--- config.mk ---
export PLATFORM = sky130hd
export DESIGN_NAME = reset_sequencer_flat
export DESIGN_NICKNAME = d
export VERILOG_FILES = /design/src/rtl/reset_sequencer_pkg.sv /design/src/rtl/reset_sequencer_if.sv /design/src/rtl/reset_sequencer_reset_sync.sv /design/src/rtl/reset_sequencer.sv /design/src/flat_wrapper.sv
export SDC_FILE = /design/constraint.sdc
export NUM_CORES = 1
export LEC_CHECK = 0
export CAP_MARGIN = 20
export CORE_MARGIN = 10
export CORE_UTILIZATION = 55
export DETAILED_ROUTE_END_ITERATION = 12
export PLACE_DENSITY = 0.73
export SETUP_SLACK_MARGIN = 0.2
export SLEW_MARGIN = 40
export SYNTH_ARGS = -nofsm -noshare
export SYNTH_HDL_FRONTEND = slang
export SYNTH_HIERARCHICAL = 1
export SYNTH_SLANG_ARGS = --single-unit
--- constraint.sdc ---
create_clock -name CLK -period 2.96 [get_ports CLK]
set_input_delay 0.592 -clock CLK [delete_from_list [all_inputs] [get_ports CLK]]
set_output_delay 0.592 -clock CLK [all_outputs]
set_load 0.05 [all_outputs]
--- src/rtl/reset_sequencer_pkg.sv ---
// Shared types and codes for the staged reset sequencer.
package reset_sequencer_pkg;

  typedef enum logic [1:0] {
    ST_HOLD    = 2'd0,
    ST_RELEASE = 2'd1,
    ST_RUN     = 2'd2
  } state_t;

  localparam logic [1:0] CAUSE_POR = 2'b00;
  localparam logic [1:0] CAUSE_BTN = 2'b01;
  localparam logic [1:0] CAUSE_SW  = 2'b10;

  localparam logic [7:0] COUNT_MAX = 8'hFF;

  function automatic logic [7:0] sat_inc8(input logic [7:0] v);
    return (v == COUNT_MAX) ? v : v + 8'd1;
  endfunction

endpackage

--- src/rtl/reset_sequencer_if.sv ---
// Request/ack and staged reset outputs of the reset sequencer.
interface reset_sequencer_if #(
  parameter int N_STAGES = 4
);
  logic                Btn_Reset_L;
  logic                Sw_Reset_Req;
  logic                Sw_Reset_Ack;
  logic [N_STAGES-1:0] Stage_Reset_L;
  logic                Ready;
  logic [1:0]          Reset_Cause;
  logic [7:0]          Reset_Count;

  modport master (
    input  Btn_Reset_L, Sw_Reset_Req,
    output Sw_Reset_Ack, Stage_Reset_L, Ready, Reset_Cause, Reset_Count
  );

  modport slave (
    output Btn_Reset_L, Sw_Reset_Req,
    input  Sw_Reset_Ack, Stage_Reset_L, Ready, Reset_Cause, Reset_Count
  );
endinterface

--- src/rtl/reset_sequencer_reset_sync.sv ---
// Two-flop synchronizer on the falling clock edge: async assert to RST_VAL, sync release.
module reset_sync #(
  parameter logic RST_VAL = 1'b0
) (
  input  logic clk,
  input  logic rst_n,
  input  logic d,
  output logic q
);
  logic meta;

  always_ff @(negedge clk or negedge rst_n) begin
    if (!rst_n) begin
      meta <= RST_VAL;
      q    <= RST_VAL;
    end else begin
      meta <= d;
      q    <= meta;
    end
  end
endmodule

--- src/rtl/reset_sequencer.sv ---
// Turns board reset, reset button and software requests into staged active-low resets.
//   state   | meaning
//   HOLD    | all stages held in reset, timer counts HOLD_CYCLES edges
//   RELEASE | stages released one per STAGE_GAP edges, bit 0 first
//   RUN     | all stages released, button/software requests accepted
module reset_sequencer
  import reset_sequencer_pkg::*;
#(
  parameter int N_STAGES    = 4,
  parameter int HOLD_CYCLES = 10,
  parameter int STAGE_GAP   = 2,
  parameter int BTN_CYCLES  = 10,
  parameter int CNT_W       = 32
) (
  input  logic             CLK,
  input  logic             Reset_L,
  reset_sequencer_if.master bus
);
  localparam logic [CNT_W-1:0] HOLD_LAST = CNT_W'(HOLD_CYCLES - 1);
  localparam logic [CNT_W-1:0] GAP_LAST  = CNT_W'(STAGE_GAP - 1);
  localparam logic [CNT_W-1:0] BTN_LAST  = CNT_W'(BTN_CYCLES - 1);
  localparam logic [CNT_W-1:0] BTN_MAX   = CNT_W'(BTN_CYCLES);

  logic rst_int_n;
  logic btn_s;

  reset_sync #(.RST_VAL(1'b0)) u_por_sync (
    .clk(CLK), .rst_n(Reset_L), .d(1'b1), .q(rst_int_n)
  );

  // Idle level of the button is high, so the synchronizer resets to "not pressed".
  reset_sync #(.RST_VAL(1'b1)) u_btn_sync (
    .clk(CLK), .rst_n(Reset_L), .d(bus.Btn_Reset_L), .q(btn_s)
  );

  state_t              state_q, state_nxt;
  logic [CNT_W-1:0]    timer_q, timer_nxt;
  logic [N_STAGES-1:0] stage_q, stage_nxt;
  logic                ack_q, ack_nxt;
  logic [1:0]          cause_q, cause_nxt;
  logic [7:0]          count_q, count_nxt;
  logic [CNT_W-1:0]    btn_cnt_q;
  logic                btn_req;
  logic                sw_req;

  always_ff @(negedge CLK or negedge rst_int_n) begin
    if (!rst_int_n) begin
      btn_cnt_q <= '0;
    end else if (btn_s) begin
      btn_cnt_q <= '0;
    end else if (btn_cnt_q != BTN_MAX) begin
      btn_cnt_q <= btn_cnt_q + CNT_W'(1);
    end
  end

  // Fires only on the edge the count reaches BTN_CYCLES; saturation re-arms on release.
  assign btn_req = !btn_s && (btn_cnt_q == BTN_LAST) && (state_q == ST_RUN);
  assign sw_req  = bus.Sw_Reset_Req && (state_q == ST_RUN);

  always_ff @(negedge CLK or negedge rst_int_n) begin
    if (!rst_int_n) begin
      state_q <= ST_HOLD;
      timer_q <= '0;
      stage_q <= '0;
      ack_q   <= 1'b0;
      cause_q <= CAUSE_POR;
      count_q <= '0;
    end else begin
      state_q <= state_nxt;
      timer_q <= timer_nxt;
      stage_q <= stage_nxt;
      ack_q   <= ack_nxt;
      cause_q <= cause_nxt;
      count_q <= count_nxt;
    end
  end

  always_comb begin
    state_nxt = state_q;
    timer_nxt = timer_q;
    stage_nxt = stage_q;
    ack_nxt   = 1'b0;
    cause_nxt = cause_q;
    count_nxt = count_q;
    case (state_q)
      ST_HOLD: begin
        if (timer_q == HOLD_LAST) begin
          timer_nxt = '0;
          stage_nxt = N_STAGES'(1);
          state_nxt = (N_STAGES == 1) ? ST_RUN : ST_RELEASE;
        end else begin
          timer_nxt = timer_q + CNT_W'(1);
        end
      end
      ST_RELEASE: begin
        if (timer_q == GAP_LAST) begin
          timer_nxt = '0;
          stage_nxt = (stage_q << 1) | N_STAGES'(1);
          if (&stage_nxt) state_nxt = ST_RUN;
        end else begin
          timer_nxt = timer_q + CNT_W'(1);
        end
      end
      ST_RUN: begin
        if (sw_req || btn_req) begin
          state_nxt = ST_HOLD;
          timer_nxt = '0;
          stage_nxt = '0;
          ack_nxt   = sw_req;
          cause_nxt = sw_req ? CAUSE_SW : CAUSE_BTN;
          count_nxt = sat_inc8(count_q);
        end
      end
      default: begin
        state_nxt = ST_HOLD;
        timer_nxt = '0;
        stage_nxt = '0;
      end
    endcase
  end

  assign bus.Sw_Reset_Ack  = ack_q;
  assign bus.Stage_Reset_L = stage_q;
  assign bus.Ready         = (state_q == ST_RUN);
  assign bus.Reset_Cause   = cause_q;
  assign bus.Reset_Count   = count_q;
endmodule

--- src/flat_wrapper.sv ---
// flat-port wrapper written by rule: the top's interface ports become plain ports
module reset_sequencer_flat import reset_sequencer_pkg::*;
#(
  parameter int N_STAGES    = 4,
  parameter int HOLD_CYCLES = 10,
  parameter int STAGE_GAP   = 2,
  parameter int BTN_CYCLES  = 10,
  parameter int CNT_W       = 32
)
  (CLK, Reset_L, bus_Btn_Reset_L, bus_Sw_Reset_Req, bus_Sw_Reset_Ack, bus_Stage_Reset_L, bus_Ready, bus_Reset_Cause, bus_Reset_Count);
  reset_sequencer_if #(.N_STAGES(N_STAGES)) bus_i ();
  input  logic CLK;
  input  logic Reset_L;
  input wire logic [$bits(bus_i.Btn_Reset_L)-1:0] bus_Btn_Reset_L;
  input wire logic [$bits(bus_i.Sw_Reset_Req)-1:0] bus_Sw_Reset_Req;
  output wire logic [$bits(bus_i.Sw_Reset_Ack)-1:0] bus_Sw_Reset_Ack;
  output wire logic [$bits(bus_i.Stage_Reset_L)-1:0] bus_Stage_Reset_L;
  output wire logic [$bits(bus_i.Ready)-1:0] bus_Ready;
  output wire logic [$bits(bus_i.Reset_Cause)-1:0] bus_Reset_Cause;
  output wire logic [$bits(bus_i.Reset_Count)-1:0] bus_Reset_Count;
  assign bus_i.Btn_Reset_L = bus_Btn_Reset_L;
  assign bus_i.Sw_Reset_Req = bus_Sw_Reset_Req;
  assign bus_Sw_Reset_Ack = bus_i.Sw_Reset_Ack;
  assign bus_Stage_Reset_L = bus_i.Stage_Reset_L;
  assign bus_Ready = bus_i.Ready;
  assign bus_Reset_Cause = bus_i.Reset_Cause;
  assign bus_Reset_Count = bus_i.Reset_Count;
  reset_sequencer #(.N_STAGES(N_STAGES), .HOLD_CYCLES(HOLD_CYCLES), .STAGE_GAP(STAGE_GAP), .BTN_CYCLES(BTN_CYCLES), .CNT_W(CNT_W)) u_core (.CLK(CLK), .Reset_L(Reset_L), .bus(bus_i));
endmodule
-- Yosys cells after proc, flatten, opt, wreduce, memory -nomap -nowiden
Index checks and enable logic that the tools add are counted.
- bits in registers: 85
- bits of input ports: 4
- logic and storage cells: 56
- output and inout bits: 16
- reductions and logical operators: 12
- eq/ne operators: 11
- bitwise logic cells: 1
- multiplexer cells: 18
- add/sub/neg operators: 3
- operators with widths (kind ; count):
    $mux 32 ; 5
    $pmux 32 s3 ; 1
    $add 32x1->32 const B ; 2
    $eq 32x4->1 const B ; 2
    $eq 32x1->1 const B ; 1
    $ne 32x4->1 const B ; 1
    $mux 4 ; 3
    $pmux 4 s3 ; 1
    $mux 2 ; 5
    $reduce_and 3->1 ; 3
    $add 8x1->8 const B ; 1
    $eq 8x8->1 const B ; 1
    $ne 2x1->1 const B ; 4
    $pmux 2 s3 ; 1
    $reduce_and 4->1 ; 1
    $logic_and 1x1->1 ; 3
    $eq 2x1->1 const B ; 1
    $eq 2x2->1 const B ; 1
    $logic_not 2->1 ; 1
    $mux 1 ; 2
    $reduce_and 2->1 ; 1
    $reduce_bool 2->1 ; 1
    $logic_not 1->1 ; 1
    $logic_or 1x1->1 ; 1
    $not 1->1 ; 1

-- Logic depth before layout (Yosys ltp)
Gate-level depths: netlist (run 1).
- depth in word-level cells: 6
- mapped depth: 9
- gate-level depth less buffers: 7

-- By module
The synthesis (run 1) kept the hierarchy.
- by module, submodules not included (module ; sequential area each (sq um) ; area each (sq um) ; cells an instance ; instances):
    reset_sequencer ; 2026.9 ; 4439.3 ; 471 ; 1
    reset_sync at u_core.u_btn_sync ; 52.6 ; 56.3 ; 3 ; 1
    reset_sync at u_core.u_por_sync ; 50.0 ; 50.0 ; 2 ; 1

==> impl_metrics.py, run 1 <==
metrics = {
    "status": {
        "status": "complete, but fails checks",
        "violations": "setup timing",
    },
    "pwr": {
        "power.share.combinational_pct": 2.9,
        "p_switching_mw": 0.477,
        "p_sw_share_pct": 22.8,
        "clock_power_share_pct": 40.5,
        "power_density_mw_per_mm2": 373,
        "sequentialPowerShare_pct": 56.6,
        "p_int_mw": 1.61,
        "p_leak_nw": 2.52,
        "ir_drop_mv": 0.218,
    },
    "synthesis": {
        "synthesis.nets": 486,
        "synth_top_flop_cell": "dfrtn_1",
        "synthDistinctLibCells": 53,
        "synth_area_mm2": 0.00455,
        "ys_ff_latch": 85,
        "synth_cells": 476,
        "postSynthAreaPerCell_um2": 9.55,
        "synth_area_leaders": "dfrtn_1 (46%), xor2_1 (4.6%), nand3_1 (4.3%)",
        "synth_async_sr_flop_share_pct": 100,
        "ys_warn_count": 6,
        "seq_area_frac_synth_pct": 46.8,
        "synth_edf_count": 0,
        "synth_top_area_share_pct": 45.7,
        "synth_area_leader_cell": "dfrtn_1",
    },
    "setup_path": {
        "critical_path.startpoint_type": "flop",
        "crit_required_ns": 2.37,
        "startpoint": "u_core/state_q[1]",
        "timing.rr.start": "u_core/timer_q[0]",
        "path_max_fanout": 2,
        "crit_slowest_cell": "dfrtn_1",
        "cp_cell_sequence": "nor2b_4 -> buf_12",
        "critPathCaptureType": "primary output",
        "cp.arrival_ns": 2.56,
        "slowest_delay_ns": 0.41,
        "worstSetupPathType": "reg -> out",
    },
    "timing": {
        "setup_tns_ns": -1.18,
        "worst_slew_pin_slew_ns": 0.734,
        "maxSlewHeadroom_pct": 51.1,
        "finClkSkew_ns": 0.0495,
        "rsz0062_at_grt": "yes",
        "hold_viol_final": 0,
        "layout_setup_ws_ns": -0.191,
        "report.final.slew_viol_count": 0,
        "finalSetupViolCount": 16,
    },
    "job": {
        "cap_violations": 0,
    },
    "cts": {
        "htreeDepth": 3,
        "cts_root_buffer": "clkbuf_8",
        "cts_tree": "built",
        "clk-insertion-delay-late_ns": 0.38,
        "cts_made_buffers": 9,
        "clock_path_buffers": 2,
        "path_clk_slew_ns": 0.06,
        "cts_sinks": 85,
        "postCtsHoldBufs": 0,
    },
    "global_routing": {
        "use_met2_pct": 27.6,
        "grt_max_degree": 82,
        "grt.overflow.total": 0,
        "antenna_found_initial": 0,
        "grt_busiest_layer": "met2",
        "grt_pass1_vias": 3722,
        "grt_pass1_wl_um": 17700,
        "grt_usage_pct": 16.7,
        "grt_util_met1_pct": 21.5,
        "grtUsageMet3_pct": 3.41,
    },
    "route": {
        "postRouteAntennaNets": 0,
        "viasPerCell": 5.97,
        "routed-via-count": 3830,
        "wire_per_inst_um": 16.4,
        "firstDrtPassIters": 4,
        "routed_wl_um": 10500,
        "remaining_drc_errors": 0,
        "drt_iter0_markers": 240,
    },
    "final_layout": {
        "multiInputGateArea_mm2": 0.00230,
        "fillCellCount": 588,
        "final_area_mm2": 0.00559,
        "seq_area_mm2": 0.00213,
        "fin_nets": 542,
        "num_antenna_cells": 0,
        "area_growth_pct": 23.0,
        "layout-drive-gt1-share_pct": 19.4,
    },
    "worst_hold_path": {
        "hold_class": "reg -> reg",
        "hold_start": "u_core/u_por_sync/meta",
    },
    "floorplan": {
        "initial_core_util_pct": 55.9,
        "coreArea_mm2": 0.00813,
        "die_width_um": 111,
        "die-area_mm2": 0.0123,
        "num_io_pins": 20,
        "num_rows": 33,
        "dieHeight_um": 111,
    },
    "place": {
        "gp_congestion": 0.841,
        "dpl_cell_area_mm2": 0.00513,
        "io_buffers": 19,
        "dp_hpwl_um": 6740,
    },
}
## routing by layer
layer | up-vias | share of wire, %
met5 | - | 0
met4 | 0 | 1.0
met3 | 7 | 3.9
met2 | 83 | 50
met1 | 1905 | 45
li1 | 1835 | -
## synth_stat cells, types with 10 or more instances
| cell | n |
|---|---|
| nand2_1 | 28 |
| nor2_1 | 42 |
| clkbuf_1 | 12 |
| nor4_1 | 15 |
| o21ai_0 | 10 |
| a21oi_1 | 29 |
| or3_1 | 13 |
| nand3_1 | 39 |
| inv_1 | 21 |
| xor2_1 | 24 |
| dfrtn_1 | 83 |
| nand4_1 | 25 |
| and3_1 | 13 |
## power groups by stage
stage | Clock, mW | Sequential [mW] | Combinational, mW
after floorplan | 0.00635 | 1.22 | 0.0211
after detailed placement | 0.00635 | 1.20 | 0.0593
after CTS | 0.861 | 1.18 | 0.0612
after global placement | 0.00635 | 1.20 | 0.0568
final | 0.845 | 1.18 | 0.0606
after global routing | 0.913 | 1.18 | 0.0695
## cells in the final DEF, fill, tap and decap left out, types with 12 or more instances in the layout
cell type  instances
nand2_1           28
nor4_1            15
a21oi_1           22
nand4_1           25
or3_1             13
inv_1             22
xor2_1            24
and3_1            12
nor2_1            42
buf_4             41
nand3_1           39
buf_12            17
dfrtn_1           83
## registers in the layout (all words and copies together), names as in the netlist
register	flops
u_core/bus.Reset_Count	8
u_core/u_btn_sync/q	1
u_core/u_por_sync/meta	1
u_core/u_btn_sync/meta	1
u_core/bus.Reset_Cause	2
u_core/bus.Sw_Reset_Ack	1
u_core/btn_cnt_q	32
u_core/timer_q	32
u_core/bus.Stage_Reset_L	4
u_core/u_por_sync/q	1
u_core/state_q	2
## cells by family (layout without fill, tap and decap cells)
logic type / Yosys count / after routing / share of synthesized area (%)
other: 1 / 1 / 0.0825
flip-flops: 85 / 85 / 46.8
buffers and inverters: 43 / 104 / 4.05
adder cells (fa/ha/maj): 6 / 6 / 1.65
XOR/XNOR: 30 / 30 / 5.78
AO/OA/AOI/OAI: 78 / 78 / 11.0
multiplexers: 11 / 11 / 2.50
AND/OR/NAND/NOR: 222 / 222 / 28.1
## final cells by class
type | instances | share of cell area (%)
multi-input combinational | 348 | 41.2
clock inverter | 7 | 1.19
clock buffer | 11 | 2.53
sequential | 85 | 38.1
tap | 105 | 2.35
timing repair buffer | 65 | 13.3
inverter | 21 | 1.41
## critical path, delay by kind of cell (launching register included)
family                 cells  cell delay [ns]
flip-flops                 1             0.41
buffers and inverters      1             0.15
AND/OR/NAND/NOR            1             0.18
## repair_timing
action | 4_1_cts | 5_1_grt
pin swaps | 1 | 2
endpoints found under the setup margin | 61 | 23
hold endpoints to repair | 0 | 0
cloned | 0 | 1
gates resized for setup | 9 | 3
setup buffers | 18 | 7
## per-stage QoR
stage / setup slack (ns) / hold WS (ns) / power (mW) / cells / utilization (%)
after detailed placement: -0.648 / 0.301 / 1.27 / 599 / 63.1
after CTS: -0.204 / 0.301 / 2.10 / 634 / 67.6
after floorplan: -0.0117 / 0.292 / 1.24 / 476 / -
final: -0.191 / 0.297 / 2.09 / 642 / 68.7
after global placement: -0.816 / 0.293 / 1.27 / 599 / 62.9
after global routing: -0.236 / 0.308 / 2.16 / 642 / 68.7
## path summary, 6_finish.rpt
path / end / slack, ns / cells past startpoint
setup / recovery: bus_Ready / -0.19 / 2
hold / removal: u_core/u_por_sync/q / 0.30 / 0
setup reg to reg: u_core/timer_q[30] / 0.57 / 7
hold reg to reg: u_core/u_por_sync/q / 0.30 / 0
max in group asynchronous: u_core/u_btn_sync/meta / 0.84 / 1
min in group asynchronous: u_core/btn_cnt_q[7] / 0.33 / 1
Note: power is estimated with default switching activity, not from simulation.
==> run 2, diff against run 1 <==
- CORE_MARGIN: 10 -> 4
==> impl_metrics.py, run 2 (synthesized netlist as in run 1, its figures left out) <==
metrics = {
    "status": {
        "status": "complete, but fails checks",
        "violations": "setup timing",
    },
    "global_routing": {
        "grt_pass1_wl_um": 17800,
        "grt.overflow.total": 0,
        "antenna_found_initial": 0,
        "grt_max_degree": 44,
        "grt_pass1_vias": 3787,
        "grt_usage_pct": 22.1,
    },
    "setup_path": {
        "reg2reg_to": "u_core/bus.Reset_Count[3]",
        "critical_path.startpoint_type": "flop",
        "critPathCaptureType": "primary output",
        "crit_required_ns": 2.37,
        "path_max_fanout": 2,
        "worstSetupPathType": "reg -> out",
        "regToRegSetupSlack_ns": 0.62,
        "rr_worst_depth": 6,
        "cp.arrival_ns": 2.61,
        "timing.rr.start": "u_core/btn_cnt_q[0]",
    },
    "final_layout": {
        "final_cell_mix": "dfrtn_1 (83), nor2_1 (42), nand3_1 (39), buf_4 (35), nand2_1 (28)",
        "final_common_cell": "dfrtn_1",
        "final_area_mm2": 0.00555,
        "fin_nets": 534,
        "area_growth_pct": 22.1,
        "layout-drive-gt1-share_pct": 18.3,
        "num_antenna_cells": 0,
    },
    "timing": {
        "worst_slew_pin_slew_ns": 0.717,
        "hold_viol_final": 0,
        "layout_setup_ws_ns": -0.238,
        "finClkSkew_ns": 0.0555,
        "finalSetupViolCount": 16,
        "setup_tns_ns": -1.00,
        "report.final.slew_viol_count": 0,
        "hold_ws_ns": 0.279,
        "maxSlewHeadroom_pct": 51.8,
        "rsz0062_at_grt": "yes",
    },
    "route": {
        "wire_per_inst_um": 16.4,
        "drt_iter0_markers": 333,
        "dr_wl_met2_um": 5140,
        "viasPerCell": 6.06,
        "dr_wl_met3_um": 382,
        "wl_met1_um": 4720,
        "postRouteAntennaNets": 0,
        "routed-via-count": 3825,
        "remaining_drc_errors": 0,
        "routed_wl_um": 10400,
        "firstDrtPassIters": 5,
        "top_layer": "met4",
    },
    "pwr": {
        "power.share.combinational_pct": 2.6,
        "power_density_mw_per_mm2": 399,
        "clock_power_share_pct": 43.9,
        "p_int_mw": 1.72,
        "p_switching_mw": 0.487,
        "p_sw_share_pct": 22.0,
        "p_leak_nw": 2.49,
        "p_total_mw": 2.21,
        "sequentialPowerShare_pct": 53.4,
        "ir_drop_mv": 0.251,
    },
    "cts": {
        "cts_sinks": 85,
        "cts_made_buffers": 9,
        "path_clk_slew_ns": 0.06,
        "htreeDepth": 3,
        "postCtsHoldBufs": 0,
        "cts_tree": "built",
        "cts_root_buffer": "clkbuf_8",
        "clock_path_buffers": 2,
        "clk-insertion-delay-late_ns": 0.38,
    },
    "place": {
        "dp_hpwl_um": 7130,
        "dp_slack_ns": -0.614,
        "dpl_cell_area_mm2": 0.00514,
        "io_buffers": 19,
        "gp_congestion": 0.831,
    },
    "job": {
        "cap_violations": 0,
    },
    "floorplan": {
        "die-area_mm2": 0.00978,
        "die_width_um": 98.9,
        "num_io_pins": 20,
        "dieHeight_um": 98.9,
        "initial_core_util_pct": 57.6,
        "coreArea_mm2": 0.00789,
        "num_rows": 32,
    },
    "worst_hold_path": {
        "hold_class": "reg -> async",
    },
}
run 2: changes by cell type in the layout (fill, tap and decap cells not counted):
cell	before	now
bufinv_16	1	2
buf_8	1	0
buf_4	41	35
clkbuf_1	1	0
clkinvlp_4	2	1
clkbuf_8	10	9
buf_6	3	2
buf_12	17	18
inv_6	0	1
run 2: how the worst max path moves through the flow:
stage,start,end,slack [ns]
finish,u_core/state_q[1],bus_Ready,-0.24
global route,u_core/state_q[1],bus_Ready,-0.29
CTS,u_core/state_q[1],bus_Ready,-0.26
detailed placement,bus_Sw_Reset_Req,u_core/bus.Reset_Count[3],-0.61
global placement,bus_Sw_Reset_Req,u_core/bus.Reset_Count[3],-0.59
floorplan,bus_Sw_Reset_Req,u_core/bus.Reset_Count[3],-0.01
run 2: power by group through the flow:
stage / sequential [mW] / combinational [mW] / clock, mW
global placement: 1.20 / 0.0570 / 0.00635
global route: 1.18 / 0.0675 / 1.05
finish: 1.18 / 0.0583 / 0.971
detailed placement: 1.20 / 0.0592 / 0.00635
floorplan: 1.22 / 0.0211 / 0.00635
CTS: 1.18 / 0.0601 / 0.988
run 2: what timing repair did:
item / CTS / global route
resized for setup: 8 / 4
endpoints found under the setup margin: 61 / 17
buffers inserted: 13 / 5
run 2: final cells by class:
| type | count | area, µm² |
|---|---|---|
| clock buffer | 10 | 149 |
| clock inverter | 8 | 97.6 |
| fill | 591 | 2340 |
| inverter | 21 | 78.8 |
| multi-input combinational | 348 | 2300 |
| sequential | 85 | 2130 |
| tap | 102 | 128 |
| timing repair buffer | 57 | 666 |
run 2: layer usage:
layer,GRT usage [%],up-vias
met5,0,-
met4,7.77,0
met3,3.47,13
met2,36.4,104
met1,29.6,1886
li1,-,1822
run 2: worst max-delay path, stage by stage, from the launching register on:
cell and delay (ns):
dfrtn_1 0.42, nor2b_4 0.15, buf_6 0.11, buf_12 0.12
run 2: through the flow:
step | utilization (%) | instances
4_1_cts | 69.7 | 626
2_1_floorplan | - | 476
3_5_place_dp | 65.2 | 596
3_3_place_gp | 65.2 | 596
6_report | 70.4 | 631
5_1_grt | 70.4 | 631
==> run 3, diff against run 2 <==
- clock period: 2.96 -> 3.7 ns (I/O delays scaled with it)
==> impl_metrics.py, run 3 (synthesized netlist as in run 1, its figures left out) <==
metrics = {
    "setup_path": {
        "path_max_fanout": 2,
        "reg2reg_to": "u_core/timer_q[30]",
        "rr_worst_depth": 7,
        "crit_buf_inv": 1,
        "slowest_delay_ns": 0.44,
        "critical_path.startpoint_type": "flop",
        "regToRegSetupSlack_ns": 1.22,
        "crit_family": "flip-flops",
        "cp_cell_sequence": "nor2b_4 -> buf_12",
        "timing.rr.start": "u_core/timer_q[0]",
        "cp.arrival_ns": 2.95,
        "crit_required_ns": 2.96,
        "worstSetupPathType": "reg -> out",
        "crit_slowest_cell": "dfrtn_1",
        "critPathCaptureType": "primary output",
    },
    "floorplan": {
        "coreArea_mm2": 0.00789,
        "die_width_um": 98.9,
        "num_rows": 32,
        "initial_core_util_pct": 57.6,
        "dieHeight_um": 98.9,
        "num_io_pins": 20,
        "die-area_mm2": 0.00978,
    },
    "timing": {
        "layout_setup_ws_ns": 0.00602,
        "maxSlewHeadroom_pct": 54.7,
        "finClkSkew_ns": 0.0551,
        "rsz0062_at_grt": "yes",
        "finalSetupViolCount": 0,
        "report.final.slew_viol_count": 0,
        "hold_viol_final": 0,
        "worst_slew_pin_slew_ns": 0.673,
    },
    "global_routing": {
        "grt_util_met1_pct": 28.0,
        "grtUsageMet3_pct": 2.97,
        "grt_max_degree": 72,
        "use_met2_pct": 35.0,
        "grt_usage_pct": 21.0,
        "grt_busiest_layer": "met2",
        "grt_pass1_vias": 3692,
        "antenna_found_initial": 0,
        "grt.overflow.total": 0,
        "grt_pass1_wl_um": 17000,
    },
    "cts": {
        "htreeDepth": 3,
        "clk-insertion-delay-late_ns": 0.38,
        "cts_sinks": 85,
        "clock_path_buffers": 2,
        "cts_made_buffers": 9,
        "cts_root_buffer": "clkbuf_8",
        "cts_tree": "built",
        "path_clk_slew_ns": 0.06,
        "postCtsHoldBufs": 0,
    },
    "final_layout": {
        "layout-drive-gt1-share_pct": 15.6,
        "final_area_mm2": 0.00543,
        "num_antenna_cells": 0,
        "fin_nets": 530,
        "final_common_cell": "dfrtn_1",
        "final_cell_mix": "dfrtn_1 (83), nor2_1 (42), nand3_1 (39), buf_4 (32), nand2_1 (28)",
        "area_growth_pct": 19.4,
    },
    "place": {
        "gp_congestion": 0.807,
        "dp_slack_ns": -0.407,
        "dpl_cell_area_mm2": 0.00505,
        "dp_hpwl_um": 6710,
        "io_buffers": 19,
    },
    "pwr": {
        "ir_drop_mv": 0.258,
        "power_density_mw_per_mm2": 313,
        "p_leak_nw": 2.44,
    },
    "route": {
        "postRouteAntennaNets": 0,
        "routed_wl_um": 10100,
        "firstDrtPassIters": 4,
        "wire_per_inst_um": 16.1,
        "drt_iter0_markers": 218,
        "viasPerCell": 6.00,
        "remaining_drc_errors": 0,
        "routed-via-count": 3760,
    },
    "job": {
        "cap_violations": 0,
    },
    "status": {
        "status": "complete, no violations",
    },
    "worst_hold_path": {
        "hold_class": "reg -> async",
    },
}
## run 3: cell types whose count changed in the layout (fill, tap and decap cells not counted), sizes merged
cell	change
buf	-5
clkbuf	+2
clkdlybuf4s15	+1
clkinv	-1
inv	-1
## run 3: worst max-delay path by stage
stage	start	cells past startpoint	endpoint	slack [ns]
global route	u_core/state_q[1]	2	bus_Ready	-0.02
global placement	bus_Sw_Reset_Req	4	u_core/bus.Reset_Count[3]	-0.39
CTS	u_core/state_q[1]	2	bus_Ready	-0.008
detailed placement	bus_Sw_Reset_Req	4	u_core/bus.Reset_Count[3]	-0.41
floorplan	bus_Sw_Reset_Req	3	u_core/bus.Reset_Count[3]	0.21
finish	u_core/state_q[1]	2	bus_Ready	0.006
## run 3: where the power goes
| part | leakage [nW] | internal [mW] | switching (mW) |
|---|---|---|---|
| Combinational | 1.29 | 0.0113 | 0.0245 |
| Sequential | 1.04 | 0.940 | 0.0131 |
| Clock | 0.111 | 0.383 | 0.328 |
## run 3: worst register-to-register path, delay by kind of cell (launching register included)
family          cells  cell delay [ns]
buf+inv             1             0.29
simple gates        3             0.46
fa+ha+maj           1             0.21
compound gates      2             0.87
flops               1             0.49
## run 3: metal layers
metal	wire length (µm)	share of wire, %
met1	4690	46
met2	4940	49
met3	377	3.7
met5	0	0
met4	118	1.2
## run 3: cell type report
class | instances | area, µm²
Clock buffer | 12 | 135
Clock inverter | 6 | 80.1
Fill cell | 588 | 2460
Inverter | 21 | 78.8
Multi-Input combinational cell | 348 | 2250
Sequential cell | 85 | 2130
Tap cell | 102 | 128
Timing Repair Buffer | 53 | 622
## run 3: metrics by stage
step | hold WS (ns) | utilization (%) | TNS, ns | power, mW | std cells
2_1_floorplan | 0.292 | - | 0 | 0.994 | 476
3_3_place_gp | 0.135 | 63.9 | -8.69 | 1.01 | 589
3_5_place_dp | 0.150 | 64.0 | -9.14 | 1.01 | 589
4_1_cts | 0.152 | 67.9 | -0.00832 | 1.71 | 618
5_1_grt | 0.172 | 68.8 | -0.0237 | 1.77 | 627
6_report | 0.134 | 68.8 | 0 | 1.70 | 627
## run 3: what timing repair did
item / 4_1_cts / 5_1_grt
gates resized for setup: 3 / 1
setup buffers: 12 / 9
setup endpoints to repair: 54 / 17
